`src/rtl/encoder_8.sv`:
```
// encoder_8: registered 8-to-3 one-hot encoder with valid, multi-hot error flag and saturating error count.
//   clk      in   1      rising-edge clock
//   rst_n    in   1      asynchronous active-low reset, synchronous release
//   en       in   1      sample enable; 0 holds every registered output
//   in       in   8      one-hot request vector
//   out      out  3      registered binary index of the sampled request
//   valid    out  1      sampled vector had at least one bit set
//   err      out  1      sampled vector had two or more bits set
//   err_cnt  out  CNT_W  saturating count of sampled multi-hot vectors
// Build option: define ENCODER8_PRIORITY_EN to report the highest set bit on
// multi-hot input; otherwise multi-hot input reports index 0.
module encoder_8 #(
  parameter int CNT_W = 8
) (
  input  logic             clk,
  input  logic             rst_n,
  input  logic             en,
  input  logic [7:0]       in,
  output logic [2:0]       out,
  output logic             valid,
  output logic             err,
  output logic [CNT_W-1:0] err_cnt
);
  logic [3:0]       pop;
  logic [2:0]       hi_idx;
  logic [2:0]       multi_idx;
  logic             multi;
  logic [2:0]       out_d, out_q;
  logic             valid_d, valid_q;
  logic             err_d, err_q;
  logic [CNT_W-1:0] err_cnt_d, err_cnt_q;
  // hi_idx ends on the highest set bit, which is also the index of a lone bit
  always_comb begin
    pop = '0;
    hi_idx = '0;
    for (int i = 0; i < 8; i++) begin
      if (in[i]) begin
        pop = pop + 4'd1;
        hi_idx = 3'(i);
      end
    end
  end
`ifdef ENCODER8_PRIORITY_EN
  assign multi_idx = hi_idx;
`else
  assign multi_idx = 3'b000;
`endif
  assign multi = pop > 4'd1;
  always_comb begin
    out_d = en ? (multi ? multi_idx : hi_idx) : out_q;
    valid_d = en ? (pop != 4'd0) : valid_q;
    err_d = en ? multi : err_q;
    err_cnt_d = (en && multi && err_cnt_q != '1) ? err_cnt_q + CNT_W'(1) : err_cnt_q;
  end
  always_ff @(posedge clk or negedge rst_n) begin
    if (!rst_n) begin
      out_q <= '0;
      valid_q <= 1'b0;
      err_q <= 1'b0;
      err_cnt_q <= '0;
    end else begin
      out_q <= out_d;
      valid_q <= valid_d;
      err_q <= err_d;
      err_cnt_q <= err_cnt_d;
    end
  end
  assign out = out_q;
  assign valid = valid_q;
  assign err = err_q;
  assign err_cnt = err_cnt_q;
endmodule

```
`config.mk`:
```
export PLATFORM = sky130hd
export DESIGN_NAME = encoder_8
export DESIGN_NICKNAME = d
export VERILOG_FILES = /design/src/rtl/encoder_8.sv
export SDC_FILE = /design/constraint.sdc
export NUM_CORES = 1
export LEC_CHECK = 0
export ABC_CLOCK_PERIOD_IN_PS = 2350
export CORE_MARGIN = 2
export CORE_UTILIZATION = 56
export DETAILED_ROUTE_END_ITERATION = 7
export GPL_TIMING_DRIVEN = 0
export PLACE_DENSITY_LB_ADDON = 0.2
export SLEW_MARGIN = 20
export SYNTH_ARGS = -nofsm -noshare
export SYNTH_HDL_FRONTEND = slang
export SYNTH_SLANG_ARGS = --single-unit
```
`constraint.sdc`:
```
create_clock -name clk -period 2.35 [get_ports clk]
set_clock_uncertainty 0.2 [all_clocks]
set_input_delay 0.47 -clock clk [delete_from_list [all_inputs] [get_ports clk]]
set_output_delay 0.47 -clock clk [all_outputs]
set_load 0.02 [all_outputs]
```
# After elaboration in Yosys (flattened, before gate mapping)
# Index checks and enable logic that the tools add are counted.
# classes
n_addsub,8
order_cmp,1
eq_ne,1
muxes,16
n_reduce_logical,3
# ops
cell,count
"4-bit by 1-bit adder with 4-bit output, second input constant",7
4-bit 2-to-1 mux,7
3-bit 2-to-1 mux,7
"8-bit by 1-bit adder with 8-bit output, second input constant",1
"8-bit != test, second input constant",1
"4-bit by 1-bit greater-than comparator with 1-bit output, second input constant",1
4-bit nonzero test,1
1-bit logical AND,2
1-bit 2-to-1 mux,2
# word_totals
regBits,13
inputBits,11
output_inout_bits,13
elab_cells,33

# Depth between registers and ports, before layout
# logic_depth
depth_word,18
depth_mapped,23
ltp_nobuf,22

# Least setup slack after synthesis
# Ideal clock, no wire load.
# synth_timing
kind,input-to-reg
start,in in[0]
end,"reg err_cnt_q[1], in the netlist err_cnt[1]"
setup_time_ns,0.125
t_arrival_ns,4.218
required_time_ns,2.025
path_slack_ns,-2.193
cell_stages,19
cell_sequence,inv_1 -> ha_1 -> xor2_1 -> ha_1 -> and2_1 -> o21ai_0 -> o31ai_1 -> xor2_1 -> mux2_2 -> ha_1 -> nand2_1 -> o31a_1 -> o21ai_0 -> ha_1 -> or4b_1 -> nand3_1 -> a21oi_2 -> nand3_1 -> mux2_4
# synth_via
elab_chain_len,18
# synth_lines
element,line_no,source
start: declaration,18,"input logic [7:0] in,"
1-bit 2-to-1 mux (*),37,if (in[i]) begin
4-bit by 1-bit adder with 4-bit output,38,pop = pop + 4'd1;
4-bit 2-to-1 mux (*),37,
4-bit by 1-bit adder with 4-bit output,38,
4-bit 2-to-1 mux (*),37,
4-bit by 1-bit adder with 4-bit output,38,
4-bit 2-to-1 mux (*),37,
4-bit by 1-bit adder with 4-bit output,38,
4-bit 2-to-1 mux (*),37,
4-bit by 1-bit adder with 4-bit output,38,
4-bit 2-to-1 mux (*),37,
4-bit by 1-bit adder with 4-bit output,38,
4-bit 2-to-1 mux (*),37,
4-bit by 1-bit adder with 4-bit output,38,
4-bit 2-to-1 mux (*),37,
4-bit by 1-bit greater-than comparator with 1-bit output (*),48,assign multi = pop > 4'd1;
1-bit logical AND (*) (2 in series),53,err_cnt_d = (en && multi && err_cnt_q != '1) ? err_cnt_q + CNT_W'(1) : err_cnt_q;
end signal: assignment,65,err_cnt_q <= err_cnt_d;
end: declaration,31,"logic [CNT_W-1:0] err_cnt_d, err_cnt_q;"
# Mark *: on every way between the ends. The rest lies on a longest branch, timed or not.
# A chain may end at the register's enable or synchronous reset.

# Worst setup path in the final report
# layout_timing
start,in in[1]
end,"reg err_cnt_q[1], in the netlist err_cnt[1]"
# layout_via
elab_chain_len,16
# layout_lines
element,line_no
4-bit 2-to-1 mux (*),37
4-bit by 1-bit adder with 4-bit output,38
4-bit 2-to-1 mux (*),37
4-bit by 1-bit adder with 4-bit output,38
4-bit 2-to-1 mux (*),37
4-bit by 1-bit adder with 4-bit output,38
4-bit 2-to-1 mux (*),37
4-bit by 1-bit adder with 4-bit output,38
4-bit 2-to-1 mux (*),37
4-bit by 1-bit adder with 4-bit output,38
4-bit 2-to-1 mux (*),37
4-bit by 1-bit adder with 4-bit output,38
4-bit 2-to-1 mux (*),37
4-bit by 1-bit greater-than comparator with 1-bit output (*),48
1-bit logical AND (*) (2 in series),53
# Marks and branches as above.

==> flow_metrics.env <==
export IMPL_outcome="finished, violations left"
export IMPL_violations="setup timing"
export IMPL_crit_type="in -> reg"
export IMPL_fillers=79
export IMPL_grt_max_degree=14
export IMPL_ir_worst_vdd_mv=0.647
export IMPL_syn_mean_instance_area_um2=8.43
export IMPL_num_rows=17
export IMPL_clock_latency_ns=0.28
export IMPL_timing_final_crit_share_pct=186
export IMPL_grt_usage_pct=29.5
export IMPL_dieArea_um2=2780
export IMPL_grt_pass1_wl_um=6090
export IMPL_hold_buffers=0
export IMPL_antennaDiodeCount=0
export IMPL_drt_iter0_drc=76
export IMPL_slew_violations=0
export IMPL_drv_cap=0
export IMPL_placed_cells=208
export IMPL_first_global_vias=1268
export IMPL_syn_area_um2=1330
export IMPL_min_period_ns=4.38
export IMPL_core_area_um2=2230
export IMPL_clk_path_buf_depth=2
export IMPL_tritoncts="yes"
export IMPL_p_leak_nw=0.857
export IMPL_slowest_delay_ns=0.57
export IMPL_wl_per_cell_um=22.0
export IMPL_rsz0062_at_grt="true"
export IMPL_route_detailed_drc=0
export IMPL_crit_chain="buf_12 > inv_12 > buf_4 > ha_1 > nand2b_1 > nand2_1 > xnor2_4 > a21oi_4 > ha_4 > xnor2_2 > nand2_1 > o211ai_1 > o21ai_1 > ha_1 > nand2_1 > o21ai_2 > ha_1 > or4b_4 > nand3_4 > a21oi_4 > nand3_2 > mux2_4"
export IMPL_setup_viol=13
export IMPL_place_ws_ns=-2.91
export IMPL_root_buffer="clkbuf_4"
export IMPL_ys_flop_type="dfrtp_1"
export IMPL_layout_nets=220
export IMPL_worstMarginPinSlew_ns=0.618
export IMPL_hpwl_um=2390
export IMPL_cp_start_kind="input port"
export IMPL_start_util_pct=59.6
export IMPL_final_cell_count_no_fill=226
export IMPL_clk_pin_slew_ns=0.09
export IMPL_power_total_mw=1.84
export IMPL_synth_distinct_cells=45
export IMPL_gp_congestion=0.872
export IMPL_drtAntennaViolNets=0
export IMPL_hold_viol=0
export IMPL_synth_nets=179
export IMPL_syn_to_final_growth_pct=55.5
export IMPL_ys_ff_latch=13
export IMPL_hold_path_class="reg -> reg"
export IMPL_end_kind="flip-flop"
export IMPL_htree_levels=1
export IMPL_dpl_cell_area_um2=1690
export IMPL_final_common_cell="clkdlybuf4s50_1"
export IMPL_synthCells=158
export IMPL_fmax_mhz=228
export IMPL_setup_ws_ns=-2.03
export IMPL_numPortBuffers=22
export IMPL_yosysSeqAreaShare_pct=24.4
export IMPL_overflow=0
export IMPL_clkSinkCount=13
export IMPL_mostFrequentLayoutCells="19 x clkdlybuf4s50_1, 14 x nor2_1, 13 x dfrtp_1, 12 x xnor2_1, 12 x nand2_1"
export IMPL_die_w_um=52.8
export IMPL_drive_gt1_share_pct=36.4
export IMPL_critPathSlowestCell="or4b_4"
export IMPL_crit_required_ns=2.33
export IMPL_ys_async_sr_fraction_pct=100
export IMPL_num_vias=1493
export IMPL_fp_dieH_um=52.8
export IMPL_ys_warn_count=0
export IMPL_crit_path_max_fanout=4
export IMPL_post_route_cell_area_um2=2070
export IMPL_io_pins=24
export IMPL_synth_edf_count=0
export IMPL_cts_buffers=3
export IMPL_antenna_found_initial=0
export IMPL_wl_um=4970
export IMPL_tns_ns=-25.59
export IMPL_dr_pass1_iters=4
export IMPL_viasPerCell=6.61
export IMPL_arrival_ns=4.36
export IMPL_slew_headroom_pct=58.6
export IMPL_power_density_nw_per_um2=889
==> final cells by class <==
class / instances / area (um2) / area share [%]
Multi-Input combinational cell: 131 / 1220 / 59.1
Timing Repair Buffer: 36 / 362 / 17.5
Sequential cell: 13 / 325 / 15.7
Inverter: 7 / 51.3 / 2.48
Buffer: 7 / 47.5 / 2.30
Tap cell: 28 / 35.0 / 1.69
Clock buffer: 4 / 26.3 / 1.27
==> worst paths after layout <==
path / startpoint / end / slack, ns / cells after the start
setup / recovery: in[1] / err_cnt[1] / -2.03 / 22
hold / removal: err_cnt[5] / err_cnt[5] / 0.30 / 1
setup reg to reg: err_cnt[3] / err_cnt[7] / 0.42 / 5
hold reg to reg: err_cnt[5] / err_cnt[5] / 0.30 / 1
max in group asynchronous: rst_n / valid / 1.18 / 1
min in group asynchronous: rst_n / err_cnt[7] / 0.36 / 1
==> per-stage QoR <==
step	hold WS [ns]	util, %
floorplan	-0.0256	-
global placement	0.281	75.5
detailed placement	0.286	75.5
CTS	0.297	85.4
global route	0.338	92.7
finish	0.304	92.7
==> cells in the mapped netlist (2+ instances only) <==
cell type | instances | area share (%)
xnor2_1 | 15 | 9.9
clkbuf_1 | 2 | 0.56
dfrtp_1 | 13 | 24
nor2_1 | 15 | 4.2
a21oi_1 | 7 | 2.6
inv_1 | 7 | 2.0
o22ai_1 | 2 | 0.94
xor2_1 | 4 | 2.6
nor2b_1 | 4 | 1.9
nand2_1 | 14 | 3.9
buf_2 | 3 | 1.1
and2_1 | 2 | 0.94
ha_1 | 10 | 9.4
nand3_1 | 11 | 4.1
o21ai_0 | 7 | 2.6
a31oi_1 | 4 | 1.9
mux2_2 | 4 | 3.4
and3_1 | 5 | 2.3
nand2b_1 | 2 | 0.94
nor3_1 | 2 | 0.75
==> logic make-up (layout without fill, tap and decap cells) <==
family	count (synthesis)	after routing	share of synthesized area [%]
adders and majority gates	10	10	9.40
xor gates and xnor gates	20	20	14.3
muxes	7	7	7.24
DFF	13	13	24.4
and+or+nand+nor	63	63	23.8
AOI/OAI and AO/OA	31	31	15.8
buffers and inverters	14	54	5.08
==> where the power goes <==
part / switching [mW] / leakage (nW) / total, mW / internal [mW]
registers: 0.0997 / 0.159 / 0.410 / 0.311
clock network: 0.0800 / 0.0150 / 0.146 / 0.0660
logic: 0.651 / 0.683 / 1.28 / 0.633
==> metal layers <==
layer / up-vias / GRT usage [%] / part of all wire (%) / wire (um)
li1: 640 / - / - / -
met1: 700 / 37.0 / 37 / 1830
met2: 111 / 53.1 / 48 / 2410
met3: 42 / 2.29 / 7.6 / 379
met4: 0 / 8.55 / 7.1 / 355
met5: - / 0 / 0 / 0
==> critical path, delay by kind of cell <==
kind | cells | cell delay, ns
AND/OR/NAND/NOR | 7 | 1.32
multiplexers | 1 | 0.30
AO/OA/AOI/OAI | 5 | 0.63
adder cells (fa/ha/maj) | 4 | 1.09
XOR/XNOR | 2 | 0.29
buffers and inverters | 3 | 0.26
==> timing repair <==
item	in CTS	in global routing
pin swaps	14	14
gates resized for setup	38	24
buffers inserted	9	4
endpoints found under the setup margin	13	13
hold endpoints to repair	0	0
cloned	1	0
==> registers in the layout (all words and copies together) (netlist names) <==
register / cells
valid: 1
out: 3
err_cnt: 8
err: 1
Power figures use the tool's default switching activity.
==> edit: new RTL, config.mk and constraints unchanged <==
Register the inputs `en` and `in` before use. The logic sees them one clock later. Comments in the files are not updated.
--- a/src/rtl/encoder_8.sv
+++ b/src/rtl/encoder_8.sv
@@ -21,6 +21,15 @@
   output logic             err,
   output logic [CNT_W-1:0] err_cnt
 );
+
+  logic en_q;
+  logic [7:0] in_q;
+
+  always_ff @(posedge clk) begin
+    en_q <= en;
+    in_q <= in;
+  end
+
   logic [3:0]       pop;
   logic [2:0]       hi_idx;
   logic [2:0]       multi_idx;
@@ -34,7 +43,7 @@
     pop = '0;
     hi_idx = '0;
     for (int i = 0; i < 8; i++) begin
-      if (in[i]) begin
+      if (in_q[i]) begin
         pop = pop + 4'd1;
         hi_idx = 3'(i);
       end
@@ -47,10 +56,10 @@
 `endif
   assign multi = pop > 4'd1;
   always_comb begin
-    out_d = en ? (multi ? multi_idx : hi_idx) : out_q;
-    valid_d = en ? (pop != 4'd0) : valid_q;
-    err_d = en ? multi : err_q;
-    err_cnt_d = (en && multi && err_cnt_q != '1) ? err_cnt_q + CNT_W'(1) : err_cnt_q;
+    out_d = en_q ? (multi ? multi_idx : hi_idx) : out_q;
+    valid_d = en_q ? (pop != 4'd0) : valid_q;
+    err_d = en_q ? multi : err_q;
+    err_cnt_d = (en_q && multi && err_cnt_q != '1) ? err_cnt_q + CNT_W'(1) : err_cnt_q;
   end
   always_ff @(posedge clk or negedge rst_n) begin
     if (!rst_n) begin
Formal check against the unedited RTL: not equivalent (Yosys sat finds a counterexample within 4 cycles, from zero or initial values and one cycle with rst_n low).
==> edit against the original RTL <==
- the run still ends with negative setup slack left
- sequential cell count grew 9
- design area grew 2.6%
- cell count shrank 4.0%
- largest power group unchanged
- setup slack gained 0.23 ns
- total power grew 17%
- wire length shrank 13%
- critical endpoint is now err_cnt[7]
- largest cell class unchanged
- synthesized area grew 9.9%
- maximum frequency grew 5.6%
- worst hold slack lost 0.013 ns
==> edit: results (changes against the original RTL) <==
metric;value;unit;change
post_cts_resized;5;;-87%
max-slew-margin-rel;0.531;;-0.0554
grt_usage;0.254;;-0.0410
power.density;1010;nW/um2;+14%
critPathMaxFanout;7;;+3
arrival;4.16;ns;-0.20 ns
portBuffers;23;;+4.5%
clock_power_share;0.140;;+0.061
place_area;1840;um2;+9.1%
setup_violations;13;;unchanged
p_switching;0.899;mW;+8.3%
nNetsFinal;209;;-5.0%
wire_per_inst;19.9;um;-9.7%
dpl.cell_count;200;;-3.8%
synthArstFlopShare;0.591;;-0.409
failed_checks;negative setup slack;;
status;complete, but fails checks;;
yosysSeqAreaShare;0.346;;+0.101
use_met3;0.0430;;+0.0202
p_leak;0.877;nW;+2.3%
grt_pass1_vias;1221;;-3.7%
instances_no_fill;217;;-4.0%
grt_first_pass_wirelength;5.33;mm;-12%
cp_slowest_cell;dfxtp_2;;
finalWorstSetupSlack;-1.80;ns;+0.233 ns
grt_use_met1;0.286;;-0.0847
power_frac_seq;0.268;;+0.045
## edit: area by class of cell
| class | count | area, um2 |
|---|---|---|
| multi-input cells | 107 | 1100 |
| flip-flops and latches | 22 | 510 |
| fillers | 117 | 353 |
| repair buffers | 36 | 332 |
| plain buffers | 7 | 48.8 |
| inverters | 11 | 43.8 |
| well taps | 30 | 37.5 |
| clock inverters | 1 | 30.0 |
| clock buffers | 3 | 22.5 |
## edit: logic make-up (layout without fill, tap and decap cells)
family | count (synthesis) | count (layout) | share of synthesized area
xor gates and xnor gates | 22 | 22 | 0.163
muxes | 5 | 5 | 0.0462
DFF | 22 | 22 | 0.346
buffers and inverters | 18 | 58 | 0.0616
adders and majority gates | 10 | 10 | 0.0855
and+or+nand+nor | 38 | 38 | 0.137
AOI/OAI and AO/OA | 32 | 32 | 0.162
## edit: layer usage
layer / routed length [um] / vias up
li1: - / 596
met3: 259 / 22
met1: 1620 / 641
met4: 172 / 0
met5: 0 / -
met2: 2250 / 64
## edit: critical path: cells and delay by family (launching register included)
kind / cells / cell delay (ns)
adder cells (fa/ha/maj): 4 / 1.12
flip-flops: 1 / 0.38
AND/OR/NAND/NOR: 5 / 0.62
buffers and inverters: 3 / 0.33
AO/OA/AOI/OAI: 4 / 0.42
multiplexers: 1 / 0.32
XOR/XNOR: 3 / 0.66
## edit: final timing paths
| path | start | end | slack, ns | depth (start not counted) |
|---|---|---|---|---|
| worst max-delay path | in_q[0] | err_cnt[7] | -1.80 | 20 |
| worst min-delay path | rst_n | err_cnt[3] | 0.29 | 1 |
| worst max register to register | in_q[0] | err_cnt[7] | -1.80 | 20 |
| worst min register to register | err_cnt[4] | err_cnt[4] | 0.30 | 1 |
| max in group asynchronous | rst_n | out[1] | 1.29 | 1 |
| min in group clk | err_cnt[4] | err_cnt[4] | 0.30 | 1 |
